==> config.mk <==
export PLATFORM = sky130hd
export DESIGN_NAME = hazard_forward_unit
export DESIGN_NICKNAME = d
export VERILOG_FILES = /design/src/rtl/mips_pkg.sv /design/src/rtl/hazard_forward_unit_fwd_select.sv /design/src/rtl/hazard_forward_unit.sv
export SDC_FILE = /design/constraint.sdc
export NUM_CORES = 1
export LEC_CHECK = 0
export BUFFER_PORTS_ARGS = -buffer_cell sky130_fd_sc_hd__buf_2
export CAP_MARGIN = 20
export CORE_AREA = 3 3 50 52
export DETAILED_ROUTE_END_ITERATION = 7
export DIE_AREA = 0 0 53 55
export GPL_TIMING_DRIVEN = 0
export PLACE_DENSITY = 0.85
export SYNTH_ARGS = -nofsm -noshare
export SYNTH_HDL_FRONTEND = slang
export SYNTH_SLANG_ARGS = --single-unit
==> constraint.sdc <==
create_clock -name clk -period 1.6 [get_ports clk]
set_input_delay 0.16 -clock clk [delete_from_list [all_inputs] [get_ports clk]]
set_output_delay 0.16 -clock clk [all_outputs]
set_load 0.01 [all_outputs]
==> src/rtl/mips_pkg.sv <==
// Shared pipeline constants: forwarding-mux select codes and hazard FSM encoding.
package mips_pkg;

   localparam logic [1:0] FWD_RF    = 2'b00;
   localparam logic [1:0] FWD_EXMEM = 2'b10;
   localparam logic [1:0] FWD_MEMWB = 2'b01;

   localparam int unsigned STATS_W = 16;

   typedef enum logic {
      HZ_IDLE  = 1'b0,
      HZ_STALL = 1'b1
   } hz_state_e;

endpackage

==> src/rtl/hazard_forward_unit_fwd_select.sv <==
// Operand forwarding select for one ALU input; the younger EX/MEM result beats MEM/WB.
module fwd_select
   import mips_pkg::*;
#(
   parameter int unsigned REG_ADDR_W = 5
) (
   input  logic [REG_ADDR_W-1:0] src_i,
   input  logic                  ex_mem_reg_write_i,
   input  logic [REG_ADDR_W-1:0] ex_mem_rd_i,
   input  logic                  mem_wb_reg_write_i,
   input  logic [REG_ADDR_W-1:0] mem_wb_rd_i,
   output logic [1:0]            sel_o
);

   // r0 is hard-wired zero, so a write to it never forwards
   always_comb begin
      sel_o = FWD_RF;
      if (ex_mem_reg_write_i && (ex_mem_rd_i != '0) && (ex_mem_rd_i == src_i)) begin
         sel_o = FWD_EXMEM;
      end else if (mem_wb_reg_write_i && (mem_wb_rd_i != '0) && (mem_wb_rd_i == src_i)) begin
         sel_o = FWD_MEMWB;
      end
   end

endmodule

==> src/rtl/hazard_forward_unit.sv <==
// EX-stage forwarding plus load-use stall FSM sized for MEM_LATENCY stall cycles.
// Optional stall statistics counter enabled by defining HAZARD_STATS_EN.
module hazard_forward_unit
   import mips_pkg::*;
#(
   parameter int unsigned REG_ADDR_W  = 5,
   parameter int unsigned MEM_LATENCY = 1,
   parameter int unsigned CNT_W       = 4
) (
   input  logic                  clk,
   input  logic                  rst_n,
   input  logic                  ex_mem_reg_write,
   input  logic [REG_ADDR_W-1:0] ex_mem_rd,
   input  logic                  mem_wb_reg_write,
   input  logic [REG_ADDR_W-1:0] mem_wb_rd,
   input  logic [REG_ADDR_W-1:0] id_ex_rs,
   input  logic [REG_ADDR_W-1:0] id_ex_rt,
   input  logic                  id_ex_mem_read,
   input  logic [REG_ADDR_W-1:0] if_id_rs,
   input  logic [REG_ADDR_W-1:0] if_id_rt,
   input  logic                  branch_flush,
   output logic [1:0]            fwd_a,
   output logic [1:0]            fwd_b,
   output logic                  pc_write,
   output logic                  if_id_write,
   output logic                  id_ex_bubble,
   output logic                  stall_active,
   output logic [15:0]           stall_cycles
);

   hz_state_e        state_q, state_d;
   logic [CNT_W-1:0] cnt_q, cnt_d;
   logic [1:0]       sel_a, sel_b;
   logic             hz_c;
   logic             stall_raw_c;
   logic             stall_c;

   fwd_select #(.REG_ADDR_W(REG_ADDR_W)) u_fwd_a (
      .src_i              (id_ex_rs),
      .ex_mem_reg_write_i (ex_mem_reg_write),
      .ex_mem_rd_i        (ex_mem_rd),
      .mem_wb_reg_write_i (mem_wb_reg_write),
      .mem_wb_rd_i        (mem_wb_rd),
      .sel_o              (sel_a)
   );

   fwd_select #(.REG_ADDR_W(REG_ADDR_W)) u_fwd_b (
      .src_i              (id_ex_rt),
      .ex_mem_reg_write_i (ex_mem_reg_write),
      .ex_mem_rd_i        (ex_mem_rd),
      .mem_wb_reg_write_i (mem_wb_reg_write),
      .mem_wb_rd_i        (mem_wb_rd),
      .sel_o              (sel_b)
   );

   assign hz_c = id_ex_mem_read && (id_ex_rt != '0) &&
                 ((id_ex_rt == if_id_rs) || (id_ex_rt == if_id_rt));

   // Branch flush outranks the load-use stall in both states
   always_comb begin
      state_d     = state_q;
      cnt_d       = cnt_q;
      stall_raw_c = 1'b0;
      case (state_q)
         HZ_IDLE: begin
            if (hz_c && !branch_flush) begin
               stall_raw_c = 1'b1;
               if (MEM_LATENCY > 1) begin
                  state_d = HZ_STALL;
                  cnt_d   = CNT_W'(MEM_LATENCY - 1);
               end
            end
         end
         HZ_STALL: begin
            if (branch_flush) begin
               state_d = HZ_IDLE;
               cnt_d   = '0;
            end else begin
               stall_raw_c = 1'b1;
               cnt_d       = cnt_q - CNT_W'(1);
               if (cnt_q == CNT_W'(1)) begin
                  state_d = HZ_IDLE;
               end
            end
         end
         default: begin
            state_d = HZ_IDLE;
            cnt_d   = '0;
         end
      endcase
   end

   always_ff @(posedge clk) begin
      if (!rst_n) begin
         state_q <= HZ_IDLE;
         cnt_q   <= '0;
      end else begin
         state_q <= state_d;
         cnt_q   <= cnt_d;
      end
   end

   // All outputs sit at their reset values whenever rst_n is low
   assign stall_c      = stall_raw_c && rst_n;
   assign fwd_a        = rst_n ? sel_a : FWD_RF;
   assign fwd_b        = rst_n ? sel_b : FWD_RF;
   assign pc_write     = !stall_c;
   assign if_id_write  = !stall_c;
   assign id_ex_bubble = stall_c;
   assign stall_active = (state_q == HZ_STALL) && rst_n;

`ifdef HAZARD_STATS_EN
   logic [STATS_W-1:0] stat_q, stat_d;

   always_comb begin
      stat_d = stat_q;
      if (stall_c && (stat_q != {STATS_W{1'b1}})) begin
         stat_d = stat_q + STATS_W'(1);
      end
   end

   always_ff @(posedge clk) begin
      if (!rst_n) begin
         stat_q <= '0;
      end else begin
         stat_q <= stat_d;
      end
   end

   assign stall_cycles = rst_n ? stat_q : '0;
`else
   assign stall_cycles = '0;
`endif

endmodule

-- Yosys cells after proc, flatten, opt, wreduce, memory -nomap -nowiden
Cells that the tools add are included.
Widths: inputs -> output; s select.
- flip-flop bits (word level): 5
- input port bits: 36
- logic and storage cells: 41
- add/subtract/negate cells: 1
- equality and inequality tests: 7
- mux-type cells: 11
- bitwise logic cells: 2
- reductions and logical operators: 18
- operators with widths (kind ; number):
    $eq 5x5->1 ; 6
    $reduce_bool 5->1 ; 3
    $logic_and 1x1->1 ; 11
    $mux 2 ; 4
    $mux 1 ; 5
    $eq 4x1->1 const B ; 1
    $mux 4 ; 1
    $sub 4x1->4 const B ; 1
    $reduce_or 3->1 ; 1
    $logic_not 1->1 ; 2
    $not 1->1 ; 2
    $pmux 1 s2 ; 1
    $logic_or 1x1->1 ; 1

-- Longest topological paths before layout
- depth after elaboration: 8
- depth in mapped cells: 6
- mapped depth without buffers: 5

-- Modules after synthesis
A second synthesis with hierarchy kept.
- cells, all modules: 113
- area, all modules: 863.3 µm²
- modules (own cells, without submodules) (module ; instances ; cells each ; area an instance (µm²) ; seq. area each (µm²)):
    hazard_forward_unit ; 1 ; 73 ; 560.5 ; 100.1
    fwd_select ; 2 ; 20 ; 151.4 ; 0.0

-- Worst setup path before layout
No wires, ideal clock.
- path kind: in2out
- from: input port id_ex_rt[1]
- to: output port pc_write
- data arrival time: 1.323 ns
- path slack: 0.117 ns
- stages on the path: 5
- path buffers: 2
- path through: clkbuf_1 -> or4_1 -> o21ai_1 -> o31a_1 -> buf_4
- word-level cells in the longest chain between the ends: 8
- RTL lines (item ; RTL line ; source):
    from (decl) ; hazard_forward_unit.sv:17 ; input logic [REG_ADDR_W-1:0] id_ex_rt,
    $eq 5x5->1 or $reduce_bool 5->1 (tied branches) ; hazard_forward_unit.sv:57, hazard_forward_unit.sv:56 ;
    $logic_or 1x1->1 or $logic_and 1x1->1 (tied branches) ; hazard_forward_unit.sv:57, hazard_forward_unit.sv:56 ;
    $logic_and 1x1->1 * ; hazard_forward_unit.sv:56 ; assign hz_c = id_ex_mem_read && (id_ex_rt != '0) &&
    $logic_and 1x1->1 * ; hazard_forward_unit.sv:66 ; if (hz_c && !branch_flush) begin
    $mux 1 * ; hazard_forward_unit.sv:66 ;
    $pmux 1 s2 * ; hazard_forward_unit.sv:64 ; case (state_q)
    $logic_and 1x1->1 * ; hazard_forward_unit.sv:104 ; assign stall_c = stall_raw_c && rst_n;
    $logic_not 1->1 * ; - ;
    to (decl) ; hazard_forward_unit.sv:24 ; output logic pc_write,
Every way passes the cells marked *; elsewhere a longest branch is shown, timed or not.

-- Worst setup path in the final report
- from: input port ex_mem_rd[0]
- to: output port fwd_b[0]
- word-level cells in the longest chain between the ends: 5
- RTL lines (item ; RTL line ; source):
    from (decl) ; hazard_forward_unit.sv:13 ; input logic [REG_ADDR_W-1:0] ex_mem_rd,
    $reduce_bool 5->1 ; hazard_forward_unit_fwd_select.sv:18 ; if (ex_mem_reg_write_i && (ex_mem_rd_i != '0) && (ex_mem_rd_i == src_i)) begin
    $logic_and 1x1->1 ; hazard_forward_unit_fwd_select.sv:18 ;
    $logic_and 1x1->1 * ; hazard_forward_unit_fwd_select.sv:18 ;
    $mux 2 * ; hazard_forward_unit_fwd_select.sv:18 ;
    $mux 2 * ; hazard_forward_unit.sv:106 ; assign fwd_b = rst_n ? sel_b : FWD_RF;
    to (decl) ; hazard_forward_unit.sv:23 ; output logic [1:0] fwd_b,
Marks and branches as above.

==> flow_metrics.tcl <==
set metrics [dict create \
    dp_hpwl_um 1702 \
    synth_seq_cells 5 \
    synth_top_area_cell "xor2_1" \
    whs_ps 242.4 \
    tritoncts "done" \
    hold_viol_final 0 \
    path_cells "buf_8 > or4_4 > o21ai_4 > nor4_4 > nor3_2 > buf_2" \
    post-place-ws_ps -44.37 \
    numCtsBuffers 3 \
    grt_usage 0.1455 \
    status "finished, final reports clean" \
    peakVddDrop_v 0.0001968 \
    synth_top_area_share 0.2312 \
    area_growth_pct 47.90 \
    clock_path_buffers 2 \
    dr.pass1.iters 4 \
    htreeDepth 1 \
    cp-startpoint "ex_mem_rd[0]" \
    io_buffers 38 \
    cp.arrival_ps 1440 \
    overflow 0 \
    finalNetCount 205 \
    syn-mean-instance-area_um2 7.716 \
    drt-initial-drc-count 9 \
    antenna_cells 0 \
    grt_max_degree 11 \
    numClockSinks 5 \
    max-cap-violations 0 \
    crit_end "fwd_b[0]" \
    syn_inst 108 \
    cp-start-kind "input port" \
    rsz0062_at_grt "yes" \
    num_rows 17 \
    grt_pass1_wl_um 3153 \
    fmax_mhz 626.4 \
    dp_cells 189 \
    path_clk_slew_ps 50 \
    crit_type "in2out" \
    yosys_warnings 0 \
    fin_cells 194 \
    fillers 218 \
    ys_types 32 \
    setup_ws_ps 3.516 \
    ys_seq_area_frac 0.1201 \
    grt_pass1_vias 783 \
    synthesis.area_um2 833.3 \
    wl_um 2119 \
    ff2ff_path_depth 5 \
    cts_root_buffer "clkbuf_4" \
    initial_utilization 0.3879 \
    fin_skew_ps 6.556 \
    cp_top_family "simple AND/OR/NAND/NOR gates" \
    path_buf_inv 2 \
    cp.required_ps 1440 \
    clock_latency_ps 250 \
    gp_congestion 0.6965 \
    rr_endpoint "cnt_q[2]$_SDFFE_PN0P_" \
    cp_slowest_cell "or4_4" \
    core_area_um2 2148 \
    die_area_um2 2915 \
    setup_violations 0 \
    drv_slew 0 \
    synth_area_leaders "xor2_1 23%, buf_4 15%, dfxtp_1 12%, xnor2_1 8.4%, or4_1 3.6%" \
    routedWlPerCell_um 10.92 \
    holdCritPathClass "in2reg" \
    cp.depth 6 \
    dieHeight_um 55 \
    endpoint_kind "primary output" \
    ant_nets 0 \
    viasPerCell 4.418 \
    min_period_over_period 0.9978 \
    drc_errors 0 \
    max_stage_delay_ps 550 \
    critPathMaxFanout 2 \
    rrSetupSlack_ps 520 \
    antenna_found_initial 0 \
    min_period_ps 1596 \
    powerDensity_nw_per_um2 408.9 \
    drive_gt1_frac 0.4518 \
    vias 857 \
    power_leakage_nw 0.5896 \
    die_w_um 53 \
    ios 60 \
    timing.rr.start "cnt_q[1]$_SDFFE_PN0P_" \
]
==> per-stage QoR <==
stage,setup TNS (ps),utilization,instance area [um2],power [mW]
3_3_place_gp,-58.84,0.5189,1115,0.3261
6_report,0,0.5737,1232,0.5040
3_5_place_dp,-85.83,0.5189,1115,0.3291
5_1_grt,-82.67,0.5737,1232,0.5418
2_1_floorplan,0,-,889.6,0.2585
4_1_cts,0,0.5376,1155,0.4837
==> power breakdown <==
group / total (mW) / internal (mW) / switching [mW]
combinational: 0.230 / 0.118 / 0.112
clock: 0.149 / 0.0945 / 0.0542
sequential: 0.125 / 0.125 / 0
==> cells in the final DEF, fill, tap and decap left out <==
cell type and instances:
nor3b_1 1, nor2b_1 3, a22oi_1 1, clkbuf_1 1
clkbuf_4 3, a21oi_1 2, mux2i_1 2, nor3_2 1
nor2_1 5, or4_1 1, o21ai_4 1, buf_2 36
dfxtp_1 5, ha_1 2, nand2b_1 1, nand3_1 3
o21ai_0 2, nor4bb_1 1, and2_2 1, and2_1 2
buf_4 20, buf_8 1, o31a_1 1, xnor2_1 8
nor4_2 2, a21boi_0 1, o211ai_1 1, xor2_1 22
inv_1 2, nand3b_1 1, o21ai_2 1, nor4_4 1
clkbuf_2 3, buf_6 2, conb_1 16, nor3_1 4
nand2_1 2, or4_4 3, o31ai_1 1
==> cells in the mapped netlist, drive strengths merged <==
cell type,n
a21boi,1
a21oi,2
a22oi,1
and2,3
buf,17
clkbuf,6
conb,1
dfxtp,5
ha,2
inv,2
mux2i,2
nand2,2
nand2b,1
nand3,3
nand3b,1
nor2,5
nor2b,3
nor3,5
nor3b,1
nor4,3
nor4bb,1
o211ai,1
o21ai,4
o31a,1
o31ai,1
or4,4
xnor2,8
xor2,22
==> cell families after synthesis <==
| group | count (synthesis) | synth area share |
|---|---|---|
| compound gates | 11 | 0.08710 |
| xor+xnor | 30 | 0.3153 |
| fa+ha+maj | 2 | 0.03003 |
| buf+inv | 25 | 0.1892 |
| flops | 5 | 0.1201 |
| mux | 2 | 0.02402 |
| other cells | 1 | 0.004500 |
| simple gates | 32 | 0.2297 |
==> layout make-up <==
cell class | count | area, um2 | area share
Tap cell | 28 | 35.03 | 0.02843
Sequential cell | 5 | 100.1 | 0.08122
Multi-Input combinational cell | 93 | 680.7 | 0.5523
Inverter | 2 | 7.507 | 0.006091
Buffer | 22 | 155.1 | 0.1259
Clock buffer | 4 | 26.28 | 0.02132
Timing Repair Buffer | 40 | 227.7 | 0.1848
==> sequential cells by signal, summed over array words and instances (netlist names) <==
signal and count:
cnt_q 4, state_q 1
==> worst min-delay path by stage <==
stage / endpoint / cells past startpoint / slack, ps / start
2_1_floorplan: cnt_q[2]$_SDFFE_PN0P_ / 1 / 290 / rst_n
3_3_place_gp: cnt_q[3]$_SDFFE_PN0P_ / 2 / 480 / cnt_q[3]$_SDFFE_PN0P_
3_5_place_dp: cnt_q[3]$_SDFFE_PN0P_ / 2 / 480 / cnt_q[3]$_SDFFE_PN0P_
4_1_cts: cnt_q[3]$_SDFFE_PN0P_ / 2 / 240 / rst_n
5_1_grt: cnt_q[1]$_SDFFE_PN0P_ / 2 / 260 / rst_n
6_report: cnt_q[3]$_SDFFE_PN0P_ / 2 / 240 / rst_n
==> what timing repair did <==
action                                  4_1_cts  5_1_grt
pin swaps                                     4        7
endpoints found under the setup margin        3        4
hold buffers                                  0        0
buffers inserted                              0        2
gates cloned                                  0        0
gates resized for setup                       5       22
==> routing by layer <==
| layer | track usage | vias to the layer above | share of wire |
|---|---|---|---|
| li1 | - | 443 | - |
| met1 | 0.1629 | 372 | 0.36 |
| met2 | 0.2707 | 37 | 0.55 |
| met3 | 0.01609 | 5 | 0.070 |
| met4 | 0.07660 | 0 | 0.022 |
| met5 | 0 | - | 0 |
Note: power is estimated with default switching activity, not from simulation.
